--- config.mk ---
export PLATFORM = sky130hd
export DESIGN_NAME = pulse_gen_prog
export DESIGN_NICKNAME = d
export VERILOG_FILES = /design/src/rtl/pulse_gen_prog.sv
export SDC_FILE = /design/constraint.sdc
export NUM_CORES = 1
export LEC_CHECK = 0
export BUFFER_PORTS_ARGS = -buffer_cell sky130_fd_sc_hd__buf_2
export CORE_MARGIN = 2
export CORE_UTILIZATION = 44
export CTS_BUF_LIST = sky130_fd_sc_hd__clkbuf_8 sky130_fd_sc_hd__clkbuf_16
export CTS_CLUSTER_DIAMETER = 100
export CTS_CLUSTER_SIZE = 10
export DETAILED_ROUTE_END_ITERATION = 8
export PLACE_DENSITY = 0.61
export SLEW_MARGIN = 10
export SYNTH_ARGS = -nofsm -noshare
export SYNTH_HDL_FRONTEND = slang
export SYNTH_SLANG_ARGS = --single-unit
--- constraint.sdc ---
create_clock -name clk -period 8.1 [get_ports clk]
set_input_delay 0.81 -clock clk [delete_from_list [all_inputs] [get_ports clk]]
set_output_delay 0.81 -clock clk [all_outputs]
set_load 0.05 [all_outputs]
--- src/rtl/pulse_gen_prog.sv ---
// Programmable period/width pulse generator (periodic or one-shot); optional event counter under PULSE_GEN_PROG_PULSE_CNT_EN.
// Latency: pulse rises on the edge that ends period_q enabled cycles counted from counter=0; outputs are registered.
// Backpressure: none; en pauses counting, load/start take priority over a coincident terminal count.
module pulse_gen_prog #(
    parameter int WIDTH          = 27,
    parameter int DEFAULT_PERIOD = 100000000,
    parameter int PULSE_W        = 1,
    parameter int CNT_W          = 16
) (
    input  logic             clk,
    input  logic             reset,
    input  logic             en,
    input  logic             start,
    input  logic             load,
    input  logic [WIDTH-1:0] period_in,
    input  logic             oneshot,
    output logic             pulse,
`ifdef PULSE_GEN_PROG_PULSE_CNT_EN
    output logic [CNT_W-1:0] pulse_cnt,
`endif
    output logic             busy
);

    localparam logic [WIDTH-1:0] DEF_RAW = WIDTH'(DEFAULT_PERIOD);
    localparam logic [WIDTH-1:0] DEF_P   = (DEF_RAW < WIDTH'(2)) ? WIDTH'(2) : DEF_RAW;
    localparam logic [31:0]      PW32    = PULSE_W;

    function automatic logic [WIDTH-1:0] clamp_period(input logic [WIDTH-1:0] p);
        return (p < WIDTH'(2)) ? WIDTH'(2) : p;
    endfunction

    logic [WIDTH-1:0] counter;
    logic [WIDTH-1:0] period_q;
    logic [WIDTH-1:0] wcnt;
    logic [WIDTH-1:0] wcnt_nxt;
    logic [WIDTH-1:0] eff_w;
    logic             armed;
    logic             fire;

    // Width is capped at period_q-1 so the pulse always drops before the next event.
    always_comb begin
        eff_w = PW32[WIDTH-1:0];
        if (PW32 >= 32'(period_q)) begin
            eff_w = period_q - 1'b1;
        end
    end

    assign fire = armed & en & (counter == period_q - 1'b1) & ~load & ~start;

    always_comb begin
        wcnt_nxt = '0;
        if (fire) begin
            wcnt_nxt = eff_w;
        end else if (wcnt != '0) begin
            wcnt_nxt = wcnt - 1'b1;
        end
    end

    always_ff @(posedge clk or negedge reset) begin
        if (!reset) begin
            counter  <= '0;
            period_q <= DEF_P;
            wcnt     <= '0;
            armed    <= 1'b1;
            pulse    <= 1'b0;
        end else begin
            if (load) begin
                period_q <= clamp_period(period_in);
            end
            if (load || start || fire) begin
                counter <= '0;
            end else if (armed && en) begin
                counter <= counter + 1'b1;
            end
            if (start) begin
                armed <= 1'b1;
            end else if (fire && oneshot) begin
                armed <= 1'b0;
            end
            wcnt  <= wcnt_nxt;
            pulse <= (wcnt_nxt != '0);
        end
    end

    assign busy = armed;

`ifdef PULSE_GEN_PROG_PULSE_CNT_EN
    always_ff @(posedge clk or negedge reset) begin
        if (!reset) begin
            pulse_cnt <= '0;
        end else if (fire) begin
            pulse_cnt <= pulse_cnt + 1'b1;
        end
    end
`endif

endmodule

; ---- Word level (Yosys, flattened, before mapping)
; Index checks and enable logic that the tools add are counted.
[word_totals]
ff_bits = 83
in_bits = 33
out_inout_bits = 2
[classes]
n_addsub = 3
magnitude_cmp = 2
eq_ne = 1
muxes = 8
bitwise_logic = 6
n_reduce_logical = 8
[ops]
columns = cell, count
row1 = 27-bit 2-to-1 mux, 6
row2 = 27-bit nonzero test, 2
row3 = 27-bit by 1-bit subtractor with 27-bit output (second input constant), 2
row4 = 27-bit by 1-bit adder with 27-bit output (second input constant), 1
row5 = 27-bit equality test, 1
row6 = 1-bit by 27-bit >= comparator with 1-bit output (first input constant), 1
row7 = 27-bit by 2-bit < comparator with 1-bit output (second input constant), 1
row8 = 1-bit AND, 4
row9 = 2-bit nonzero test, 2
row10 = 1-bit logical AND, 2
row11 = 1-bit logical OR, 2
row12 = 1-bit 2-to-1 mux, 2
row13 = 1-bit NOT, 2

; ---- Logic depth before layout (Yosys ltp)
[logic_depth]
word_depth = 8
ltp_mapped = 12

; ---- Least setup slack after synthesis
; OpenSTA, ideal clock, no wires.
[synth_path]
path_type = register to register
start = register period_q[0]
end = register wcnt[1]
setup_time_ps = 128
t_arrival_ps = 2941
required_time_ps = 7972
path_slack_ps = 5031
stages_incl_launch_ff = 12
n_path_buf = 1
synth_period_minus_slack_ps = 3069
cell_sequence = dfrtp_1 -> inv_1 -> ha_1 -> nor3b_1 -> nand3_2 -> nor3_4 -> mux2i_1 -> o211a_1 -> nor4_1 -> and2_1 -> buf_2 -> mux2_1
[synth_between]
elab_chain_len = 6
word_cells_on_any_way = 8
cone_classes = add/sub (1) / order compare (1) / eq/ne (1) / mux (2) / bitwise (3)
[synth_lines]
columns = element, line_no
row1 = start: declaration, 33  ; logic [WIDTH-1:0] period_q;
row2 = start signal: assignment, 68  ; period_q <= clamp_period(period_in);
row3 = 27-bit by 1-bit subtractor with 27-bit output, "44, 48"
row4 = 27-bit equality test, 48  ; assign fire = armed & en & (counter == period_q - 1'b1) & ~load & ~start;
row5 = 1-bit AND (3 in a row), 48
row6 = 27-bit 2-to-1 mux *, 52  ; if (fire) begin
row7 = named net wcnt_nxt[1], 35  ; logic [WIDTH-1:0] wcnt_nxt;
row8 = end signal: assignment, 80  ; wcnt <= wcnt_nxt;
row9 = end: declaration, 34  ; logic [WIDTH-1:0] wcnt;
; Mark *: on every way through the listed nets, which the timed path passes. The rest lies on a longest branch.
; A chain may end at the register's enable or synchronous reset.

; ---- Worst setup path in the final report
; Same ends and word-level chain as after synthesis.

==> impl_metrics.prom <==
# TYPE chip_impl_metric gauge
chip_impl_metric{name="timing.clock.skew",unit="ps"} 12.93
chip_impl_metric{name="fin_nets",unit=""} 625
chip_impl_info{name="synthTopCellsByArea",value="dfrtp_1 33%, xor2_1 8.5%, dfstp_2 6.5%"} 1
chip_impl_metric{name="met2_use_gr",unit="%"} 32.69
chip_impl_metric{name="die_area",unit="um2"} 12840
chip_impl_metric{name="yosysWarningCount",unit=""} 0
chip_impl_metric{name="synth-async-reset-ratio",unit="%"} 100.0
chip_impl_metric{name="num_antenna_cells",unit=""} 0
chip_impl_metric{name="ctsHtreeMaxLevel",unit=""} 3
chip_impl_metric{name="cp_data_arrival_time",unit="ps"} 4240
chip_impl_metric{name="post-route-drc-count",unit=""} 0
chip_impl_metric{name="grt.total_usage",unit="%"} 21.05
chip_impl_metric{name="drt-initial-drc-count",unit=""} 252
chip_impl_metric{name="detailedRoute.firstPassIterationCount",unit=""} 5
chip_impl_metric{name="min_period_over_period",unit="%"} 49.49
chip_impl_metric{name="drtAntennaViolNets",unit=""} 0
chip_impl_metric{name="netlist.area_leader.share",unit="%"} 33.30
chip_impl_metric{name="grt_use_met1",unit="%"} 29.52
chip_impl_metric{name="finalMaxSlewViolations",unit=""} 0
chip_impl_metric{name="cts-root-to-sink-buffers",unit=""} 2
chip_impl_metric{name="setup-tns-final",unit="ps"} 0
chip_impl_metric{name="io_buffer_count",unit=""} 34
chip_impl_metric{name="static-leakage-power",unit="nW"} 2.313
chip_impl_metric{name="number_of_enable_flip_flop_cells_after_synthesis",unit=""} 0
chip_impl_metric{name="path_max_fanout",unit=""} 27
chip_impl_metric{name="final_period_minus_worst_setup_slack",unit="ps"} 4009
chip_impl_metric{name="pin_count",unit=""} 35
chip_impl_metric{name="power_dens_cells",unit="nW/um2"} 171.2
chip_impl_info{name="critPathLaunchType",value="flip-flop"} 1
chip_impl_metric{name="vias",unit=""} 4195
chip_impl_metric{name="antenna_violations_before_repair",unit=""} 0
chip_impl_metric{name="postCtsSetupBuffers",unit=""} 0
chip_impl_metric{name="coreArea",unit="um2"} 11560
chip_impl_metric{name="cts-hold-fix-buffers",unit=""} 0
chip_impl_metric{name="max_freq",unit="MHz"} 249.5
chip_impl_metric{name="synth.cell_area",unit="um2"} 5260
chip_impl_metric{name="synth_seq_area_share",unit="%"} 39.80
chip_impl_metric{name="yosysUniqueCellTypes",unit=""} 66
chip_impl_metric{name="floorplan.rows",unit=""} 39
chip_impl_metric{name="die_h",unit="um"} 113.3
chip_impl_metric{name="ys_seq_elements",unit=""} 83
chip_impl_metric{name="finalSetupViolCount",unit=""} 0
chip_impl_metric{name="relSlewSlack",unit="%"} 35.68
chip_impl_metric{name="clkTransAtPathRegs",unit="ps"} 60
chip_impl_metric{name="fp.dieW",unit="um"} 113.3
chip_impl_metric{name="floorplan.initialDensity",unit="%"} 45.48
chip_impl_metric{name="max-vdd-ir-drop",unit="mV"} 0.1078
chip_impl_metric{name="synthesis.area_per_instance",unit="um2"} 9.228
chip_impl_metric{name="maxCapViolations",unit=""} 0
chip_impl_info{name="rsz_0062_raised_after_global_routing",value="no"} 1
chip_impl_metric{name="post_drt_via_cell_ratio",unit=""} 5.700
chip_impl_metric{name="hold_slack",unit="ps"} 415.9
chip_impl_info{name="cts_tree",value="yes"} 1
chip_impl_metric{name="drt-total-wl",unit="um"} 12490
chip_impl_metric{name="drive_gt1_share",unit="%"} 17.88
chip_impl_info{name="hp-class",value="primary input to asynchronous set/reset pin"} 1
chip_impl_metric{name="syn_inst",unit=""} 570
chip_impl_metric{name="globalRouteMet3Util",unit="%"} 4.606
chip_impl_metric{name="first_global_vias",unit=""} 4131
chip_impl_metric{name="report.final.hold_viol_count",unit=""} 0
chip_impl_info{name="worstSetupPathType",value="flip-flop to flip-flop"} 1
chip_impl_metric{name="clk-insertion-delay-late",unit="ps"} 350
chip_impl_metric{name="place.detailed.hpwl",unit="um"} 9057
chip_impl_info{name="clock_tree.root_cell",value="clkbuf_16"} 1
chip_impl_metric{name="postLayoutSetupSlackWorst",unit="ps"} 4091
chip_impl_metric{name="pin_count_of_the_biggest_net_entering_global_routing",unit=""} 48
chip_impl_metric{name="gp_weighted_congestion",unit=""} 0.8764
chip_impl_info{name="status",value="complete, no violations"} 1
chip_impl_metric{name="cts_buffers",unit=""} 9
chip_impl_metric{name="timing_worst_slew_pin_value",unit="ps"} 956.8
chip_impl_info{name="synth.top_cells.by_count",value="70 x dfrtp_1, 67 x nor2_1, 54 x nand2_1"} 1
chip_impl_metric{name="layout.filler_cells",unit=""} 1069
chip_impl_info{name="synth_area_leader_cell",value="dfrtp_1"} 1
chip_impl_metric{name="worst_ep_required_time",unit="ps"} 8340
chip_impl_metric{name="globalRouteOverflowTotal",unit=""} 0
chip_impl_metric{name="wire_per_inst",unit="um"} 16.96
chip_impl_metric{name="syn2layout_area_growth",unit="%"} 10.23
chip_impl_info{name="most_numerous_cell_in_the_yosys_netlist",value="dfrtp_1"} 1
chip_impl_metric{name="postSynthNetCount",unit=""} 607
chip_impl_info{name="cp-end-kind",value="flip-flop"} 1
chip_impl_metric{name="wire_length_of_the_first_global_routing_pass",unit="um"} 21420
chip_impl_info{name="synth-main-ff-cell",value="dfrtp_1"} 1
chip_impl_info{name="globalRoute.busiestLayer",value="met2"} 1
chip_impl_metric{name="clock-sinks",unit=""} 83
chip_impl_metric{name="detailedPlace.worstSlack",unit="ps"} 3899
chip_impl_metric{name="postCtsResizedCells",unit=""} 0
[registers in the layout, indices dropped and copies added (netlist names)]
signal	cells
wcnt	27
pulse	1
counter	27
busy	1
period_q	27
[power by group]
group | leakage [nW] | switching (W) | internal, W
sequential | 0.962 | 0.0000279 | 0.000435
clock | 0.158 | 0.000165 | 0.000266
combinational | 1.19 | 0.0000533 | 0.0000449
total | 2.31 | 0.000246 | 0.000747
[final cells by class]
cell class              count  area, um2  share of cell area [%]
clock buffers               9      225.2                   3.884
clock inverters             7      85.08                   1.467
inverters                  11      41.29                  0.7121
multi-input cells         448       2994                   51.64
flip-flops and latches     83       2093                   36.10
well taps                 143      178.9                   3.086
repair buffers             35      180.2                   3.107
[kinds of logic after synthesis]
| logic type | count (synthesis) | synth area share (%) |
|---|---|---|
| simple gates | 261 | 26.88 |
| xor+xnor | 84 | 13.99 |
| flops | 83 | 39.80 |
| compound gates | 69 | 8.801 |
| buf+inv | 39 | 3.282 |
| mux | 30 | 6.304 |
| fa+ha+maj | 4 | 0.9515 |
[routing by layer]
| metal | share of wire, % | vias to the layer above |
|---|---|---|
| li1 | - | 2061 |
| met1 | 48 | 2052 |
| met2 | 45 | 73 |
| met3 | 4.9 | 9 |
| met4 | 1.3 | 0 |
| met5 | 0 | - |
[critical path: stages (launching register included)]
cell and delay [ps]:
dfrtp_1 460, inv_1 130, ha_1 330, nor3b_1 400, nand3_2 210, nor3_4 370, mux2i_1 130, o211a_1 240
nor4_1 420, and2_1 810, mux2_1 380
[per-stage QoR]
stage	cells	power [W]	util (%)	cell area, um2
floorplan	570	0.0005303	-	5260
global placement	720	0.0005668	47.45	5488
detailed placement	720	0.0005690	47.45	5488
CTS	736	0.001002	50.14	5798
global route	736	0.001036	50.14	5798
finish	736	0.0009926	50.14	5798
[cell usage in the layout (no fill, tap or decap), drive strengths merged, types with 8 or more instances in the layout]
cell type / n
dfrtp: 70
buf: 35
or4: 8
mux2: 25
or3: 8
nor3: 17
nand2: 54
o21ai: 28
nor4: 23
and3: 10
nand4: 11
nand3: 30
nor2: 67
clkbuf: 9
xnor2: 33
dfstp: 13
inv: 13
xor2: 51
[path summary, 6_finish.rpt]
kind	start	slack (ps)	cells after the start	endpoint
worst max-delay path	period_q[0]	4090	10	wcnt[1]
worst min-delay path	reset	420	1	period_q[6]
worst max register to register	period_q[0]	4090	10	wcnt[1]
worst min register to register	busy	520	2	busy
max in group asynchronous	reset	6720	2	wcnt[19]
min in group clk	busy	520	2	busy
Note: power is estimated with default switching activity, not from simulation.
